**config.mk**
```make
export PLATFORM = sky130hd
export DESIGN_NAME = led_display_row_driver
export DESIGN_NICKNAME = d
export VERILOG_FILES = /design/src/rtl/led_display_row_driver_pkg.sv /design/src/rtl/led_display_row_driver_tick_gen.sv /design/src/rtl/led_display_row_driver.sv
export SDC_FILE = /design/constraint.sdc
export NUM_CORES = 1
export LEC_CHECK = 0
export CORE_MARGIN = 2
export CORE_UTILIZATION = 50
export DETAILED_ROUTE_END_ITERATION = 6
export DONT_BUFFER_PORTS = 1
export GPL_ROUTABILITY_DRIVEN = 0
export HOLD_SLACK_MARGIN = 0.1
export PLACE_DENSITY = 0.69
export REMOVE_ABC_BUFFERS = 1
export SLEW_MARGIN = 20
export SYNTH_ARGS = -nofsm -noshare
export SYNTH_HDL_FRONTEND = slang
export SYNTH_HIERARCHICAL = 1
export SYNTH_SLANG_ARGS = --single-unit
```
**constraint.sdc**
```tcl
create_clock -name clk_in -period 2.4 [get_ports clk_in]
set_input_delay 0.48 -clock clk_in [delete_from_list [all_inputs] [get_ports clk_in]]
set_output_delay 0.48 -clock clk_in [all_outputs]
set_load 0.005 [all_outputs]
```
**src/rtl/led_display_row_driver_pkg.sv**
```systemverilog
// Shared panel geometry, row type and shift-state encoding for the LED display pipeline.
package led_display_package;

  localparam int GL_PANEL_COLS = 64;
  localparam int GL_PIXEL_W    = 6;
  localparam int GL_ROW_ADDR_W = 4;
  localparam int GL_RGB_ROW_W  = GL_PANEL_COLS * GL_PIXEL_W;

  typedef logic [GL_RGB_ROW_W-1:0] rgb_row_t;

  typedef enum logic [2:0] {
    SS_IDLE,
    SS_SHIFT,
    SS_BLANK,
    SS_LATCH,
    SS_DISPLAY
  } shift_state_t;

  function automatic int max_int(input int a, input int b);
    return (a > b) ? a : b;
  endfunction

endpackage

```
**src/rtl/led_display_row_driver_tick_gen.sv**
```systemverilog
// Prescaler for the panel shift clock: one-cycle rise/fall strobes every CLK_DIV cycles while enabled.
module led_display_tick_gen #(
  parameter int CLK_DIV = 2
) (
  input  logic clk,
  input  logic rst_n,
  input  logic enable,
  output logic rise,
  output logic fall
);

  localparam int PHASE_W = (CLK_DIV > 1) ? $clog2(CLK_DIV) : 1;
  localparam logic [PHASE_W-1:0] PHASE_LAST = PHASE_W'(CLK_DIV - 1);

  logic [PHASE_W-1:0] phase;
  logic               high;
  logic               phase_done;

  assign phase_done = enable && (phase == PHASE_LAST);
  assign rise       = phase_done && !high;
  assign fall       = phase_done && high;

  // Disabling returns the prescaler to the start of a low half-period.
  always_ff @(posedge clk or negedge rst_n) begin
    if (!rst_n) begin
      phase <= '0;
      high  <= 1'b0;
    end else if (!enable) begin
      phase <= '0;
      high  <= 1'b0;
    end else if (phase_done) begin
      phase <= '0;
      high  <= !high;
    end else begin
      phase <= phase + 1'b1;
    end
  end

endmodule

```
**src/rtl/led_display_row_driver.sv**
```systemverilog
// HUB75 row driver: shifts one captured 64-column row into the panel, blanks, latches, then lights it.
module led_display_row_driver
  import led_display_package::*;
#(
  parameter int CLK_DIV      = 2,
  parameter int BLANK_CYCLES = 4,
  parameter int ON_CYCLES    = 1024
) (
  input  logic                     clk_in,
  input  logic                     n_reset_in,
  input  rgb_row_t                 row_in,
  input  logic                     row_valid_in,
  input  logic [GL_ROW_ADDR_W-1:0] row_address_in,
  output logic                     row_ready_out,
  output logic                     hub_clk_out,
  output logic                     hub_lat_out,
  output logic                     hub_oe_n_out,
  output logic [GL_ROW_ADDR_W-1:0] hub_addr_out,
  output logic [GL_PIXEL_W-1:0]    hub_rgb_out
);

  localparam int WAIT_W = $clog2(max_int(BLANK_CYCLES, ON_CYCLES) + 1);
  localparam logic [WAIT_W-1:0] BLANK_LAST = WAIT_W'(BLANK_CYCLES - 1);
  localparam logic [WAIT_W-1:0] ON_LAST    = WAIT_W'(ON_CYCLES - 1);
  localparam logic [5:0]        COL_LAST   = 6'(GL_PANEL_COLS - 1);

  shift_state_t               state;
  shift_state_t               state_next;
  rgb_row_t                   row_buf;
  logic [GL_ROW_ADDR_W-1:0]   addr_buf;
  logic [5:0]                 column;
  logic [WAIT_W-1:0]          wait_cnt;
  logic                       tick_rise;
  logic                       tick_fall;
  logic                       transfer;

  assign row_ready_out = (state == SS_IDLE);
  assign transfer      = row_valid_in && row_ready_out;

  led_display_tick_gen #(
    .CLK_DIV (CLK_DIV)
  ) u_tick_gen (
    .clk    (clk_in),
    .rst_n  (n_reset_in),
    .enable (state == SS_SHIFT),
    .rise   (tick_rise),
    .fall   (tick_fall)
  );

  always_comb begin
    state_next = state;
    case (state)
      SS_IDLE:    if (transfer) state_next = SS_SHIFT;
      SS_SHIFT:   if (tick_fall && column == COL_LAST) state_next = SS_BLANK;
      SS_BLANK:   if (wait_cnt == BLANK_LAST) state_next = SS_LATCH;
      SS_LATCH:   state_next = SS_DISPLAY;
      SS_DISPLAY: if (wait_cnt == ON_LAST) state_next = SS_IDLE;
      default:    state_next = SS_IDLE;
    endcase
  end

  // Counters restart on every state change, so each state sees a fresh count from zero.
  always_ff @(posedge clk_in or negedge n_reset_in) begin
    if (!n_reset_in) begin
      state    <= SS_IDLE;
      column   <= '0;
      wait_cnt <= '0;
    end else begin
      state <= state_next;
      if (state_next != state) begin
        column   <= '0;
        wait_cnt <= '0;
      end else begin
        if (state == SS_SHIFT && tick_fall) column <= column + 1'b1;
        if (state == SS_BLANK || state == SS_DISPLAY) wait_cnt <= wait_cnt + 1'b1;
      end
    end
  end

  // The pixel output always shows the top of the buffer; it holds after the last column.
  always_ff @(posedge clk_in or negedge n_reset_in) begin
    if (!n_reset_in) begin
      row_buf     <= '0;
      addr_buf    <= '0;
      hub_rgb_out <= '0;
    end else if (transfer) begin
      row_buf     <= row_in;
      addr_buf    <= row_address_in;
      hub_rgb_out <= row_in[GL_RGB_ROW_W-1 -: GL_PIXEL_W];
    end else if (state == SS_SHIFT && tick_fall) begin
      row_buf <= row_buf << GL_PIXEL_W;
      if (column != COL_LAST) hub_rgb_out <= row_buf[GL_RGB_ROW_W-1-GL_PIXEL_W -: GL_PIXEL_W];
    end
  end

  // Panel strobes are registered from the next state so they line up with the state register.
  always_ff @(posedge clk_in or negedge n_reset_in) begin
    if (!n_reset_in) begin
      hub_clk_out  <= 1'b0;
      hub_lat_out  <= 1'b0;
      hub_oe_n_out <= 1'b1;
      hub_addr_out <= '0;
    end else begin
      hub_lat_out  <= (state_next == SS_LATCH);
      hub_oe_n_out <= (state_next != SS_DISPLAY);
      if (state_next == SS_LATCH) hub_addr_out <= addr_buf;
      if (state != SS_SHIFT || tick_fall) hub_clk_out <= 1'b0;
      else if (tick_rise) hub_clk_out <= 1'b1;
    end
  end

endmodule

```
After elaboration in Yosys (flattened, before gate mapping)
Index checks and enable logic that the tools add are counted.
- add/subtract/negate cells: 3
- equality and inequality tests: 13
- mux-type cells: 20
- reduce and logical (&&, ||, !) cells: 16
- operators by type and width (cell ; count):
    378-bit two-way mux ; 2
    6-bit two-way mux ; 5
    11-bit two-way mux ; 2
    3-bit one-hot mux with 5 select lines ; 1
    3-bit two-way mux ; 4
    11-bit by 1-bit adder with 11-bit output, second input constant ; 1
    11-bit by 10-bit equality test with 1-bit output, second input constant ; 1
    11-bit by 2-bit equality test with 1-bit output, second input constant ; 1
    2-bit nonzero test ; 5
    3-bit by 2-bit equality test with 1-bit output, second input constant ; 3
    6-bit by 1-bit adder with 6-bit output, second input constant ; 1
    6-bit equality test, second input constant ; 1
    1-bit logical AND ; 6
    1-bit two-way mux ; 6
    6-bit inequality test, second input constant ; 1
    3-bit by 1-bit equality test with 1-bit output, second input constant ; 1
    3-bit equality test, second input constant ; 1
    3-bit logical NOT ; 1
    3-bit by 1-bit inequality test with 1-bit output, second input constant ; 1
    3-bit inequality test ; 1
    3-bit inequality test, second input constant ; 1
    1-bit logical OR ; 2
    2-bit inequality test, second input constant ; 1
    2-bit AND reduction ; 1
    other kinds (2) ; 2
- register bits: 417
- bits of input ports: 391
- output and inout port bits: 14

Depth between registers and ports, before layout
Gate-level depths: netlist (run 1).
- depth after elaboration: 8
- gate-level depth with buffers: 11
- depth with buffers taken out: 7

Modules after synthesis
Netlist (run 1), hierarchy kept.
- by module, submodules not included (module ; times used ; cells an instance ; area an instance (um^2)):
    led_display_row_driver ; 1 ; 1801 ; 17595.6
    led_display_tick_gen ; 1 ; 8 ; 88.8

Worst setup path after synthesis (run 1)
OpenSTA, ideal clock, no wires.
- path kind: reg-to-reg
- start point: reg state[2]
- end point: reg row_buf[343]
- setup time: 136 ps
- data arrival time: 2198 ps
- required time: 2264 ps
- setup slack: 65 ps
- stages on the path, launching flop included: 10
- path buffers: 4
- clock period less this slack: 2335 ps
- cells stage by stage: dfrtp_1 buf_6 nor2b_1 nor2b_1 and3_2 and4bb_2 buf_2 buf_4 clkbuf_1 o21ai_0
- cells in the longest elaborated chain, start to end: 5
- elaborated cells between the ends (all ways): 8
- classes of those cells: eq/ne (1); mux (1); reduce/logical (6)
- ends and longest elaborated chain (item ; line ; source):
    start, declared ; led_display_row_driver.sv:27 ; shift_state_t state;
    start signal, assigned ; led_display_row_driver.sv:69 ; state <= state_next;
    3-bit by 1-bit equality test with 1-bit output ; led_display_row_driver.sv:45 ; .enable (state == SS_SHIFT),
    1-bit logical AND ; led_display_row_driver_tick_gen.sv:19 ; assign phase_done = enable && (phase == PHASE_LAST);
    1-bit logical AND ; led_display_row_driver_tick_gen.sv:21 ; assign fall = phase_done && high;
    via tick_fall ; led_display_row_driver.sv:34 ; logic tick_fall;
    1-bit logical AND ; led_display_row_driver.sv:90 ; end else if (state == SS_SHIFT && tick_fall) begin
    2-bit nonzero test (no line) ; - ;
    end signal, assigned ; led_display_row_driver.sv:87 ; row_buf <= row_in;
    end signal, assigned ; led_display_row_driver.sv:91 ; row_buf <= row_buf << GL_PIXEL_W;
    end, declared ; led_display_row_driver.sv:29 ; rgb_row_t row_buf;
The timed path passes the listed nets, and every way through them passes these cells.
A chain may end at the register's enable or synchronous reset.

Final worst setup path (run 1)
- start point: reg state[0]
- end point: reg row_buf[244]
Same word-level chain as after synthesis.

==> results.toml, run 1 <==
[run_status]
status = "complete, but fails checks"
violations = "hold timing"

[worst_setup_path]
cp_max_fo = 40
crit_path_end = "row_buf[244]"
worstPathRequired_ps = 2820
r2r_start = "state[0]"
cp-start-kind = "flop"
worstSetupPathType = "flop to flop"
reg2regPathDepth = 9
rrSetupSlack_ps = 60
crit_path_end_kind = "flop"
startpoint = "state[0]"
worstPathArrival_ps = 2760
r2r_end = "row_buf[244]"

[synth]
ys_ff_latch = 417
syn_inst = 1809
synth.avg_cell_area_um2 = 9.78
synth_ff_type = "dfrtp_1"
yosysWarningCount = 6
ys_seq_area_frac = 0.590
synth_area_leaders = "dfrtp_1 (59%), nand2_1 (16%), a22oi_1 (15%)"
netlist.area_leader.share = 0.589
async_flop_share = 1.00
ys_types = 41
syn_area_mm2 = 0.0177
synth-edff-count = 0
yosysTopAreaCell = "dfrtp_1"

[route]
final_antenna_net_count = 0
first_pass_iters = 6
drt_iter0_drc = 1295
num_vias = 15400
wire_per_inst_um = 20.2
vias_per_cell = 5.84
wl_um = 53400
route.detailed.drc = 0

[sta]
rsz0062_at_grt = "true"
relSlewSlack = 0.145
min_period_ps = 2340
finalMaxSlewViolations = 0
final.setup.worst_slack_ps = 61.7
clock-skew-final_ps = 13.0
hold_viol = 416
finalSetupViolations = 0
fmax_mhz = 428
min_period_over_period = 0.974
finalSetupTns_ps = 0
holdWs_ps = -385
tightest_slew_ps = 1280

[hold_path]
hold_path_class = "input port to asynchronous set/reset pin"

[clock_tree]
cts_hold_buf = 378
cts_root_buf = "clkbuf_16"
clk_path_buf_depth = 3
clock-sinks = 417
htree_levels = 2
path_clk_slew_ps = 60
cts_buffers = 44
worstSkewPairLatency_ps = 570
cts_tree = "yes"

[floorplanning]
start_util = 0.509
fp-row-count = 68
ioPinCount = 405
die_h_um = 192
core_mm2 = 0.0347
die_area_mm2 = 0.0369
fp.dieW_um = 192

[global_routing]
grt-ovfl-total = 0
grt_pass1_wl_um = 81900
grt_util_all_layers = 0.279
grt_antenna_before_repair = 11
grt_pass1_vias = 15700
grt_max_degree = 418

[placed_design]
dp_hpwl_um = 28500
numPortBuffers = 0
dpl.cell_count = 2162
pre_cts_ws_ps = -21.9
placed_area_mm2 = 0.0180

[final_layout]
utilization = 0.677
layout.nets = 2532
final_area_mm2 = 0.0235
drive_above_1_share = 0.0622
syn2layout_area_growth_pct = 32.8
nFillCells = 2360
stdcell_count = 2642

[power]
vdd_ir_drop_max_mv = 0.797
power.leakage_nw = 11.3
powerDensity_mw_per_mm2 = 1070

[run]
cap_viol_max_count = 0
==> synthesized netlist by cell type (all sizes together) (2+ instances only) <==
cell and instances:
a211oi 2, a22oi 362, and2 2, and3 6, and4 2, buf 94
clkbuf 39, dfrtp 416, ha 2, mux2 20, mux2i 12, nand2 756
nand2b 2, nand3 6, nand4 6, nor2 7, nor2b 3, nor3 18
nor3b 2, nor4 3, o21ai 19, or3 2, or3b 2, xnor2 6
xor2 10
==> sequential cells by signal (all words and copies together) (netlist names) <==
| signal | flops |
|---|---|
| hub_clk_out | 1 |
| row_buf | 378 |
| u_tick_gen/high | 1 |
| hub_addr_out | 4 |
| hub_rgb_out | 6 |
| state | 3 |
| u_tick_gen/phase | 1 |
| addr_buf | 4 |
| wait_cnt | 11 |
| column | 6 |
| hub_lat_out | 1 |
| hub_oe_n_out | 1 |
==> power breakdown <==
group	switching [mW]	internal, mW	total [mW]
clock	2.81	4.08	6.89
combinational	3.89	2.64	6.53
sequential	1.80	9.98	11.8
==> final cells by class <==
type,instances,area [µm²],share of cell area
multi-input combinational,1260,6660,0.284
antenna,17,42.5,0.00181
clock inverter,11,146,0.00623
timing repair buffer,416,4330,0.184
sequential,417,10400,0.444
tap,455,569,0.0242
clock buffer,66,1310,0.0556
==> critical path, stage by stage (launching register included) <==
cell and delay, ps:
dfrtp_1 370, nor2b_1 130, nor2b_1 130, and3_2 200, and4bb_4 250, buf_12 160, buf_16 180, buf_4 230
a22oi_1 380, nand2_1 110
==> per-layer routing <==
metal | track usage | vias to the layer above | part of all wire
met5 | 0 | - | 0
met4 | 0.139 | 0 | 0.038
met3 | 0.0738 | 157 | 0.083
met2 | 0.458 | 682 | 0.49
met1 | 0.344 | 7678 | 0.39
li1 | - | 6911 | -
==> worst min-delay path by stage <==
stage	depth (start not counted)	end	slack [ps]	start
after floorplan	0	addr_buf[0]	180	n_reset_in
after global placement	0	row_buf[319]	190	n_reset_in
after detailed placement	0	row_buf[319]	190	n_reset_in
after CTS	0	row_buf[272]	-430	n_reset_in
after global routing	0	row_buf[301]	-410	n_reset_in
final	0	row_buf[301]	-380	n_reset_in
==> logic make-up after synthesis <==
kind of cell | count (synthesis) | synth area share
adder cells (fa/ha/maj) | 3 | 0.00198
AO/OA/AOI/OAI | 387 | 0.162
multiplexers | 32 | 0.0204
XOR/XNOR | 16 | 0.00835
flip-flops | 417 | 0.590
AND/OR/NAND/NOR | 821 | 0.183
buffers and inverters | 133 | 0.0346
==> placed cells by master, fill, tap and decap left out, types with 2 or more instances in the layout <==
cell / n
a211oi_1: 2
a22oi_1: 362
and2_1: 2
and3_1: 5
and4_1: 2
buf_12: 10
buf_16: 3
buf_4: 17
buf_6: 5
bufinv_16: 3
clkbuf_1: 11
clkbuf_16: 48
clkbuf_8: 10
clkinv_2: 4
dfrtp_1: 416
diode_2: 17
dlygate4sd3_1: 378
ha_1: 2
inv_6: 2
mux2_2: 16
mux2_4: 4
mux2i_1: 12
nand2_1: 756
nand2b_1: 2
nand3_1: 6
nand4_1: 6
nor2_1: 6
nor2b_1: 3
nor3_1: 18
nor3b_1: 2
nor4_1: 3
o21ai_0: 19
or3_1: 2
or3b_4: 2
xnor2_1: 6
xor2_1: 9
==> metrics by stage <==
stage	hold slack (ps)	power (mW)
3_3_place_gp	194	16.8
5_1_grt	-410	26.7
2_1_floorplan	184	16.1
4_1_cts	-429	24.7
6_report	-385	25.2
3_5_place_dp	195	17.2
==> timing repair <==
action,in CTS,in global routing
gates cloned,1,3
endpoints found under the hold margin,795,417
pin swaps,1,1
gates resized for setup,0,8
buffers inserted,0,4
setup endpoints to repair,86,275
Note: power is estimated with default switching activity, not from simulation.
==> run 2: changes to the inputs <==
--- a/config.mk
+++ b/config.mk
@@ -7,13 +7,13 @@
 export LEC_CHECK = 0
 export CORE_MARGIN = 2
 export CORE_UTILIZATION = 50
+export CTS_CLUSTER_DIAMETER = 200
 export DETAILED_ROUTE_END_ITERATION = 6
 export DONT_BUFFER_PORTS = 1
 export GPL_ROUTABILITY_DRIVEN = 0
 export HOLD_SLACK_MARGIN = 0.1
 export PLACE_DENSITY = 0.69
 export REMOVE_ABC_BUFFERS = 1
-export SLEW_MARGIN = 20
 export SYNTH_ARGS = -nofsm -noshare
 export SYNTH_HDL_FRONTEND = slang
 export SYNTH_HIERARCHICAL = 1
==> results of run 2 <==
The final DEF is identical to that of run 1; final timing and power are the same.
